$ cat config.mk
export PLATFORM = sky130hd
export DESIGN_NAME = tia_horizontal_counter
export DESIGN_NICKNAME = d
export VERILOG_FILES = /design/src/rtl/tia_pkg.sv /design/src/rtl/tia_lfsr6.sv /design/src/rtl/tia_horizontal_counter.sv
export SDC_FILE = /design/constraint.sdc
export NUM_CORES = 1
export LEC_CHECK = 0
export CELL_PAD_IN_SITES_DETAIL_PLACEMENT = 0
export CELL_PAD_IN_SITES_GLOBAL_PLACEMENT = 1
export CORE_ASPECT_RATIO = 1.1
export CORE_UTILIZATION = 36
export CTS_CLUSTER_SIZE = 16
export DETAILED_ROUTE_END_ITERATION = 10
export PLACE_DENSITY_LB_ADDON = 0.1
export SLEW_MARGIN = 20
export SYNTH_ARGS = -nofsm -noshare
export SYNTH_HDL_FRONTEND = slang
export SYNTH_SLANG_ARGS = --single-unit
$ cat constraint.sdc
create_clock -name clk -period 1.79 [get_ports clk]
set_input_delay 0.179 -clock clk [delete_from_list [all_inputs] [get_ports clk]]
set_output_delay 0.179 -clock clk [all_outputs]
set_load 0.005 [all_outputs]
$ cat src/rtl/tia_pkg.sv
`default_nettype none
// +--------------------------------------------------------------------------+
// | Module      : tia_pkg                                                    |
// | Description : Shared constants, types and LFSR helpers for the TIA       |
// |               horizontal timing chain and the object position counters.  |
// | Revision    : 1.0  initial release                                       |
// +--------------------------------------------------------------------------+
package tia_pkg;

   // Counter geometry
   localparam int C_LFSR_W   = 6;
   localparam int C_PHASE_W  = 2;
   localparam int C_WRAP_IDX = 56;

   typedef logic [C_LFSR_W-1:0]  lfsr_t;
   typedef logic [C_PHASE_W-1:0] phase_t;

   // Phase values of interest within one 4-clk counter slot
   localparam phase_t C_PHASE_PHI1    = 2'd0;
   localparam phase_t C_PHASE_PHI2    = 2'd2;
   localparam phase_t C_PHASE_PRE_ADV = 2'd2;
   localparam phase_t C_PHASE_ADV     = 2'd3;
   localparam phase_t C_PHASE_STEP    = 2'd1;

   // LFSR codes for the count indices that the horizontal decodes care about
   localparam lfsr_t C_CODE_N0   = 6'b000000;  // line start, hblank on
   localparam lfsr_t C_CODE_N4   = 6'b001111;  // hsync on
   localparam lfsr_t C_CODE_N8   = 6'b111011;  // hsync off, colour burst on
   localparam lfsr_t C_CODE_N12  = 6'b111100;  // colour burst off
   localparam lfsr_t C_CODE_N16  = 6'b001110;  // hblank off (normal)
   localparam lfsr_t C_CODE_N18  = 6'b111010;  // hblank off (HMOVE extended)
   localparam lfsr_t C_CODE_WRAP = 6'b001010;  // index 56, last slot of a line

   // Raw polynomial step with XNOR feedback (all-ones is the lockup state)
   function automatic lfsr_t lfsr_step(input lfsr_t q);
      return {q[C_LFSR_W-2:0], q[C_LFSR_W-1] ~^ q[C_LFSR_W-2]};
   endfunction

   // Step including the early wrap: the wrap code reloads the start code
   function automatic lfsr_t lfsr_next(input lfsr_t q);
      return (q == C_CODE_WRAP) ? C_CODE_N0 : lfsr_step(q);
   endfunction

endpackage
`default_nettype wire

$ cat src/rtl/tia_lfsr6.sv
`default_nettype none
// +--------------------------------------------------------------------------+
// | Module      : tia_lfsr6                                                  |
// | Description : 6-bit polynomial counter with 57-state early wrap. Shared  |
// |               by the horizontal counter and object position counters.    |
// | Revision    : 1.0  initial release                                       |
// +--------------------------------------------------------------------------+
module tia_lfsr6
   import tia_pkg::*;
(
   input  logic                clk,
   input  logic                reset,
   input  logic                clear,
   input  logic                advance,
   output logic [C_LFSR_W-1:0] q
);

   lfsr_t r_q;

   // Counter state: clear wins over advance so a resync always lands on the start code
   always_ff @(posedge clk or posedge reset) begin
      if (reset) begin
         r_q <= C_CODE_N0;
      end else if (clear) begin
         r_q <= C_CODE_N0;
      end else if (advance) begin
         r_q <= lfsr_next(r_q);
      end
   end

   assign q = r_q;

endmodule
`default_nettype wire

$ cat src/rtl/tia_horizontal_counter.sv
`default_nettype none
// +--------------------------------------------------------------------------+
// | Module      : tia_horizontal_counter                                     |
// | Description : TIA horizontal timing: 4-phase clock divider, 57-slot      |
// |               polynomial line counter, registered hsync/hblank/cburst    |
// |               decodes, HMOVE blank extension and end-of-line strobe.     |
// | Revision    : 1.0  initial release                                       |
// +--------------------------------------------------------------------------+
module tia_horizontal_counter
   import tia_pkg::*;
(
   input  logic                clk,
   input  logic                reset,
   input  logic                rsyn,
   input  logic                hmove,
   output logic                hphi1,
   output logic                hphi2,
   output logic [C_LFSR_W-1:0] hcount,
   output logic                hsync,
   output logic                hblank,
   output logic                cburst,
   output logic                line_end
);

   phase_t r_phase;
   logic   r_hmove_latch;
   logic   r_hblank;
   logic   r_hsync;
   logic   r_cburst;
   logic   r_line_end;

   lfsr_t  w_hcount;
   lfsr_t  w_next_code;
   logic   w_advance;
   logic   w_enter_n0;
   logic   w_pre_line_end;

   // Advance only in the last phase slot; a resync pre-empts the advance
   assign w_advance      = (r_phase == C_PHASE_ADV) && !rsyn;
   // Code the counter is about to enter, used so decodes register on the same edge
   assign w_next_code    = lfsr_next(w_hcount);
   assign w_enter_n0     = w_advance && (w_next_code == C_CODE_N0);
   // One clk before the final slot of the line, so line_end lines up with it
   assign w_pre_line_end = (r_phase == C_PHASE_PRE_ADV) && (w_hcount == C_CODE_WRAP) && !rsyn;

   // Phase divider: free-running modulo 4, parked at 0 while resync is held
   always_ff @(posedge clk or posedge reset) begin
      if (reset) begin
         r_phase <= '0;
      end else if (rsyn) begin
         r_phase <= '0;
      end else begin
         r_phase <= r_phase + C_PHASE_STEP;
      end
   end

   tia_lfsr6 u_lfsr (
      .clk     (clk),
      .reset   (reset),
      .clear   (rsyn),
      .advance (w_advance),
      .q       (w_hcount)
   );

   // HMOVE latch: any strobe sets it; the line wrap clears it unless a strobe lands there too
   always_ff @(posedge clk or posedge reset) begin
      if (reset) begin
         r_hmove_latch <= 1'b0;
      end else if (hmove) begin
         r_hmove_latch <= 1'b1;
      end else if (w_enter_n0) begin
         r_hmove_latch <= 1'b0;
      end
   end

   // Horizontal blank: on at line start, off at index 16 or 18 when HMOVE is pending
   always_ff @(posedge clk or posedge reset) begin
      if (reset) begin
         r_hblank <= 1'b1;
      end else if (rsyn) begin
         r_hblank <= 1'b1;
      end else if (w_advance) begin
         if (w_next_code == C_CODE_N0) begin
            r_hblank <= 1'b1;
         end else if ((w_next_code == C_CODE_N16) && !r_hmove_latch) begin
            r_hblank <= 1'b0;
         end else if ((w_next_code == C_CODE_N18) && r_hmove_latch) begin
            r_hblank <= 1'b0;
         end
      end
   end

   // Horizontal sync window: indices 4 through 7
   always_ff @(posedge clk or posedge reset) begin
      if (reset) begin
         r_hsync <= 1'b0;
      end else if (rsyn) begin
         r_hsync <= 1'b0;
      end else if (w_advance) begin
         if (w_next_code == C_CODE_N4) begin
            r_hsync <= 1'b1;
         end else if (w_next_code == C_CODE_N8) begin
            r_hsync <= 1'b0;
         end
      end
   end

   // Colour-burst gate window: indices 8 through 11
   always_ff @(posedge clk or posedge reset) begin
      if (reset) begin
         r_cburst <= 1'b0;
      end else if (rsyn) begin
         r_cburst <= 1'b0;
      end else if (w_advance) begin
         if (w_next_code == C_CODE_N8) begin
            r_cburst <= 1'b1;
         end else if (w_next_code == C_CODE_N12) begin
            r_cburst <= 1'b0;
         end
      end
   end

   // End-of-line strobe: high for the single clk at the last phase of index 56
   always_ff @(posedge clk or posedge reset) begin
      if (reset) begin
         r_line_end <= 1'b0;
      end else begin
         r_line_end <= w_pre_line_end;
      end
   end

   assign hphi1    = (r_phase == C_PHASE_PHI1);
   assign hphi2    = (r_phase == C_PHASE_PHI2);
   assign hcount   = w_hcount;
   assign hsync    = r_hsync;
   assign hblank   = r_hblank;
   assign cburst   = r_cburst;
   assign line_end = r_line_end;

endmodule
`default_nettype wire

Word level (Yosys, flattened, before mapping)
Index checks and enable logic that the tools add are counted.

word-level totals
  register bits after elaboration = 13
  input bits = 4
  output and inout port bits = 12
  logic and storage cells = 54

operators by class
  $add $sub $neg = 1
  eq/ne operators = 8
  muxes and demuxes = 19
  bitwise gates (word level) = 1
  reduce and logical (&&, ||, !) cells = 18

operators by type and width
  operator                                                         count
  6-bit by 4-bit == test with 1-bit output, second input constant  3
  6-bit == test, second input constant                             3
  6-bit two-way mux                                                3
  1-bit two-way mux                                                15
  1-bit logical AND                                                6
  6-bit logical NOT                                                1
  2-bit AND reduction                                              3
  3-bit nonzero test                                               2
  2-bit == test, second input constant                             2
  2-bit nonzero test                                               2
  4-bit nonzero test                                               1
  2-bit by 1-bit adder with 2-bit output, second input constant    1
  1-bit logical NOT                                                2
  2-bit logical NOT                                                1
  2-bit two-way mux                                                1
  1-bit XNOR                                                       1

Depth between registers and ports, before layout
  depth after elaboration = 9
  mapped depth = 5
  mapped depth without buffers = 4

Cells and area by module
A second synthesis with hierarchy kept.

unflattened totals
  cell total of the unflattened synthesis = 76
  area, all modules = 762.0 µm²

modules (own cells, without submodules)
  module                  times used  cells each  area an instance (µm²)  seq. area each (µm²)
  tia_horizontal_counter  1           49          467.9                   176.4
  tia_lfsr6               1           27          294.0                   150.1

Least setup slack after synthesis
OpenSTA, ideal clock, no wires.

  kind = reg-to-reg
  start = register u_lfsr.r_q[4] (netlist: u_lfsr.q[4])
  end = register r_hsync (netlist: hsync)
  data arrival time = 1,283 ps
  required time = 1,712 ps
  setup slack = 429 ps
  stages on the path, launching flop included = 5
  path buffers = 1
  cell sequence = dfrtp_1 > buf_6 > or3b_1 > or3_1 > a21oi_1

between the ends
  longest elaborated chain between the ends = 6
  elaborated cells on any way between the ends = 10

RTL lines
  what                                                                           line                           text
  start, declared                                                                tia_lfsr6.sv:18                lfsr_t r_q;
  start signal, assigned                                                         tia_lfsr6.sv:27                r_q <= lfsr_next(r_q);
  6-bit by 4-bit == test with 1-bit output / 1-bit XNOR (equally long branches)  tia_pkg.sv:41, tia_pkg.sv:36
  6-bit two-way mux *                                                            tia_pkg.sv:41                  return (q == C_CODE_WRAP) ? C_CODE_N0 : lfsr_step(q);
  6-bit by 4-bit == test with 1-bit output                                       tia_horizontal_counter.sv:100  if (w_next_code == C_CODE_N4) begin
  1-bit two-way mux                                                              tia_horizontal_counter.sv:100
  1-bit two-way mux                                                              tia_horizontal_counter.sv:99   end else if (w_advance) begin
  1-bit two-way mux                                                              tia_horizontal_counter.sv:97   end else if (rsyn) begin
  end signal, assigned                                                           tia_horizontal_counter.sv:96   r_hsync <= 1'b0;
  end signal, assigned                                                           tia_horizontal_counter.sv:98   r_hsync <= 1'b0;
  end signal, assigned                                                           tia_horizontal_counter.sv:101  r_hsync <= 1'b1;
  end, declared                                                                  tia_horizontal_counter.sv:28   logic r_hsync;

Mark *: on every way between the ends. The rest lies on a longest branch, timed or not. The select of a mux whose other input is x is not followed.
A chain may end at the register's enable or synchronous reset.

Final worst setup path
  start = register r_phase[0]
  end = output port hphi2

between the ends
  longest elaborated chain between the ends = 1

RTL lines
  what                    line                           text
  start, declared         tia_horizontal_counter.sv:25   phase_t r_phase;
  start signal, assigned  tia_horizontal_counter.sv:53   r_phase <= r_phase + C_PHASE_STEP;
  2-bit == test           tia_horizontal_counter.sv:133  assign hphi2 = (r_phase == C_PHASE_PHI2);
  end, declared           tia_horizontal_counter.sv:17   output logic hphi2,

Every way passes these cells.

==> reports/metrics.csv <==
metric;value;unit
CP Cell Sequence;inv_1 > ha_1 > clkdlybuf4s50_1;
Slew Limit Fails;0;
CTS Buf Count;3;
largest area contributor in the netlist;dfrtp_1;
xor/xnor share of the synthesized area;0;%
routability cong.;0.723;
per-cell routed wire length;13.8;um
initial drt markers;14;
Crit. path cell count;3;
detailed-route via count;580;
Adder-Cell Fraction of Synth Area;5.42;%
Initial DRT Pass Iterations;4;
number of nets in the layout;95;
vias in the first global route;532;
startpoint types;register;
CP max stage cell;clkdlybuf4s50_1;
DP Area;861;um^2
crit path kind;register to output port;
area of the multi-input gates;313;um^2
Netlist cell types;32;
synth-to-layout area growth;28.2;%
number of buffers added on ports;15;
post-synthesis sequential area ratio;47.2;%
outcome;finished, final reports clean;
Worst-Skew Late Latency;270;ps
Fill cells;177;
Pwr Density;638;mW/mm^2
diodes inserted;0;
CP required;1610;ps
Synth Area in Compound Gates;13.2;%
Post-Syn Nets;76;
largest family of logic cells by synthesized area;simple AND/OR/NAND/NOR gates;
worst hold path type;primary input to async pin;
global-route wire length before repair;2.39;mm
Die Area;0.00210;mm^2
Worst-path clk slew;80;ps
clock sinks;13;
Die Width;43.8;um
Post-synth EDFFs;0;
final core occ;49.2;%
top-count cell post-synth;dfrtp_1;
RSZ-0062 raised after global routing;false;
H-tree depth;1;
grt met1 use;21.4;%
WP data arrival;1450;ps
Max-Cap Viols;0;
postcts setup bufs;0;
Rel. slew slack;65.1;%
Worst Reg2Reg Path Length in Cells;4;
layout cells sized above 1;9.20;%
Via density;5.52;
post-route ant nets;0;
nature of the critical path endpoint;output port;
Root Driver;clkbuf_4;
syn_area_per_cell;10.0;um^2
clk buf depth;2;
setup TNS;0;ps
mux share of post-synthesis cell area;4.34;%
total wire length;1.44;mm
yosys warns;0;
Async S/R FF share, synth;100;%
DP Worst Slack;267;ps
site row count;16;
CTS tree;built;
Post-Synthesis Cell Area;692;um^2
max frequency;615;MHz
clock skew;3.61;ps
maximum vdd drop;400;uV
HPWL Detailed;1.00;mm
DR DRC count;0;
cts-stage hold buffer count;0;
Leak;0.347;nW
post-layout min period;1630;ps
Primary FF master, synth;dfrtp_1;
Final Power;0.566;mW
Synth top cells by count;12 x dfrtp_1, 8 x nor2_1, 7 x inv_1;
register area;327;um^2
met3 Track Usage GR;2.26;%
worst setup margin;165;ps
Initial Util;38.4;%
area share of and/or/nand/nor cells after synthesis;22.2;%
setup violators final;0;
delay-heaviest family, CP;buffers and inverters;
design area;887;um^2
busiest grt layer;met2;
antenna violations before repair;0;
Max stage delay on crit path;500;ps
IO Pins;16;
total count of hold-check failures in the final report;0;
Synth area leaders;dfrtp_1 43%, ha_1 5.4%, mux2i_1 4.3%;
Worst Path Buf+Inv;2;
Yosys top cell area share;43.4;%
#FFs+latches synth;13;
grt ovf;0;
largest net degree at the start of global routing;15;
Die H;48.0;um
Final Cycle Share;90.8;%
met2 GRT Util;24.8;%
post-CTS sizing;0;
Slew @ Worst Pin;522;ps
CP max FO;3;
core area;0.00180;mm^2
Tot GR Track Use;15.6;%
Post-Syn Instances;69;
[report_power, final]
part | leakage, nW | internal, mW | switching [mW]
clock | 0.0150 | 0.0863 | 0.0987
combinational | 0.162 | 0.0364 | 0.0301
sequential | 0.170 | 0.302 | 0.0127
total | 0.347 | 0.424 | 0.142
[path summary, 6_finish.rpt]
check	start	endpoint	slack [ps]
max reg2reg	r_phase[1]	cburst	280
max in group asynchronous	reset	hblank	1200
min	reset	cburst	230
min reg2reg	r_phase[0]	r_phase[0]	460
min in group clk	r_phase[0]	r_phase[0]	460
max	r_phase[0]	hphi2	160
[worst register-to-register path, cell delays in order (launching register included)]
cell,delay [ps]
dfrtp_1,380
ha_1,270
nand3_1,160
or4_1,490
a21oi_1,130
[sequential cells by signal, indices dropped and copies added (netlist names)]
| register | count |
|---|---|
| hblank | 1 |
| r_hmove_latch | 1 |
| cburst | 1 |
| u_lfsr.q | 6 |
| hsync | 1 |
| r_phase | 2 |
| line_end | 1 |
[layout by cell type, fill, tap and decap left out, types with 2 or more instances in the layout]
cell type        synthesis  layout
a21oi_1                  3       3
a221oi_1                 2       2
buf_4                    1       3
clkbuf_4                 0       3
clkdlybuf4s50_1          0      15
dfrtp_1                 12      12
ha_1                     3       3
inv_1                    7       7
mux2i_1                  3       3
nand3_1                  2       2
nand4bb_1                2       2
nor2_1                   8       8
o21ai_0                  3       3
o21ai_1                  2       2
[logic make-up (layout without fill, tap and decap cells)]
group | Yosys count | after routing
buffers and inverters | 11 | 29
multiplexers | 3 | 3
AND/OR/NAND/NOR | 25 | 25
flip-flops | 13 | 13
AO/OA/AOI/OAI | 14 | 14
adder cells (fa/ha/maj) | 3 | 3
[layout make-up]
| type | instances | share of cell area (%) |
|---|---|---|
| clock buffers | 4 | 2.96 |
| inverters | 7 | 2.96 |
| repair buffers | 18 | 19.5 |
| multi-input cells | 45 | 35.3 |
| well taps | 18 | 2.54 |
| flip-flops and latches | 13 | 36.8 |
[stage by stage]
| step | cells | hold WS [ps] |
|---|---|---|
| 4_1_cts | 105 | 242 |
| 5_1_grt | 105 | 305 |
| 2_1_floorplan | 69 | 55.2 |
| 3_5_place_dp | 101 | 442 |
| 3_3_place_gp | 101 | 438 |
| 6_report | 105 | 230 |
[routing by layer]
| layer | vias up | part of all wire, % | wire [um] |
|---|---|---|---|
| met2 | 15 | 49 | 713 |
| met3 | 2 | 3.1 | 45 |
| met5 | - | 0 | 0 |
| met1 | 282 | 47 | 676 |
| li1 | 281 | - | - |
| met4 | 0 | 0.62 | 9 |
Power figures use the tool's default switching activity.
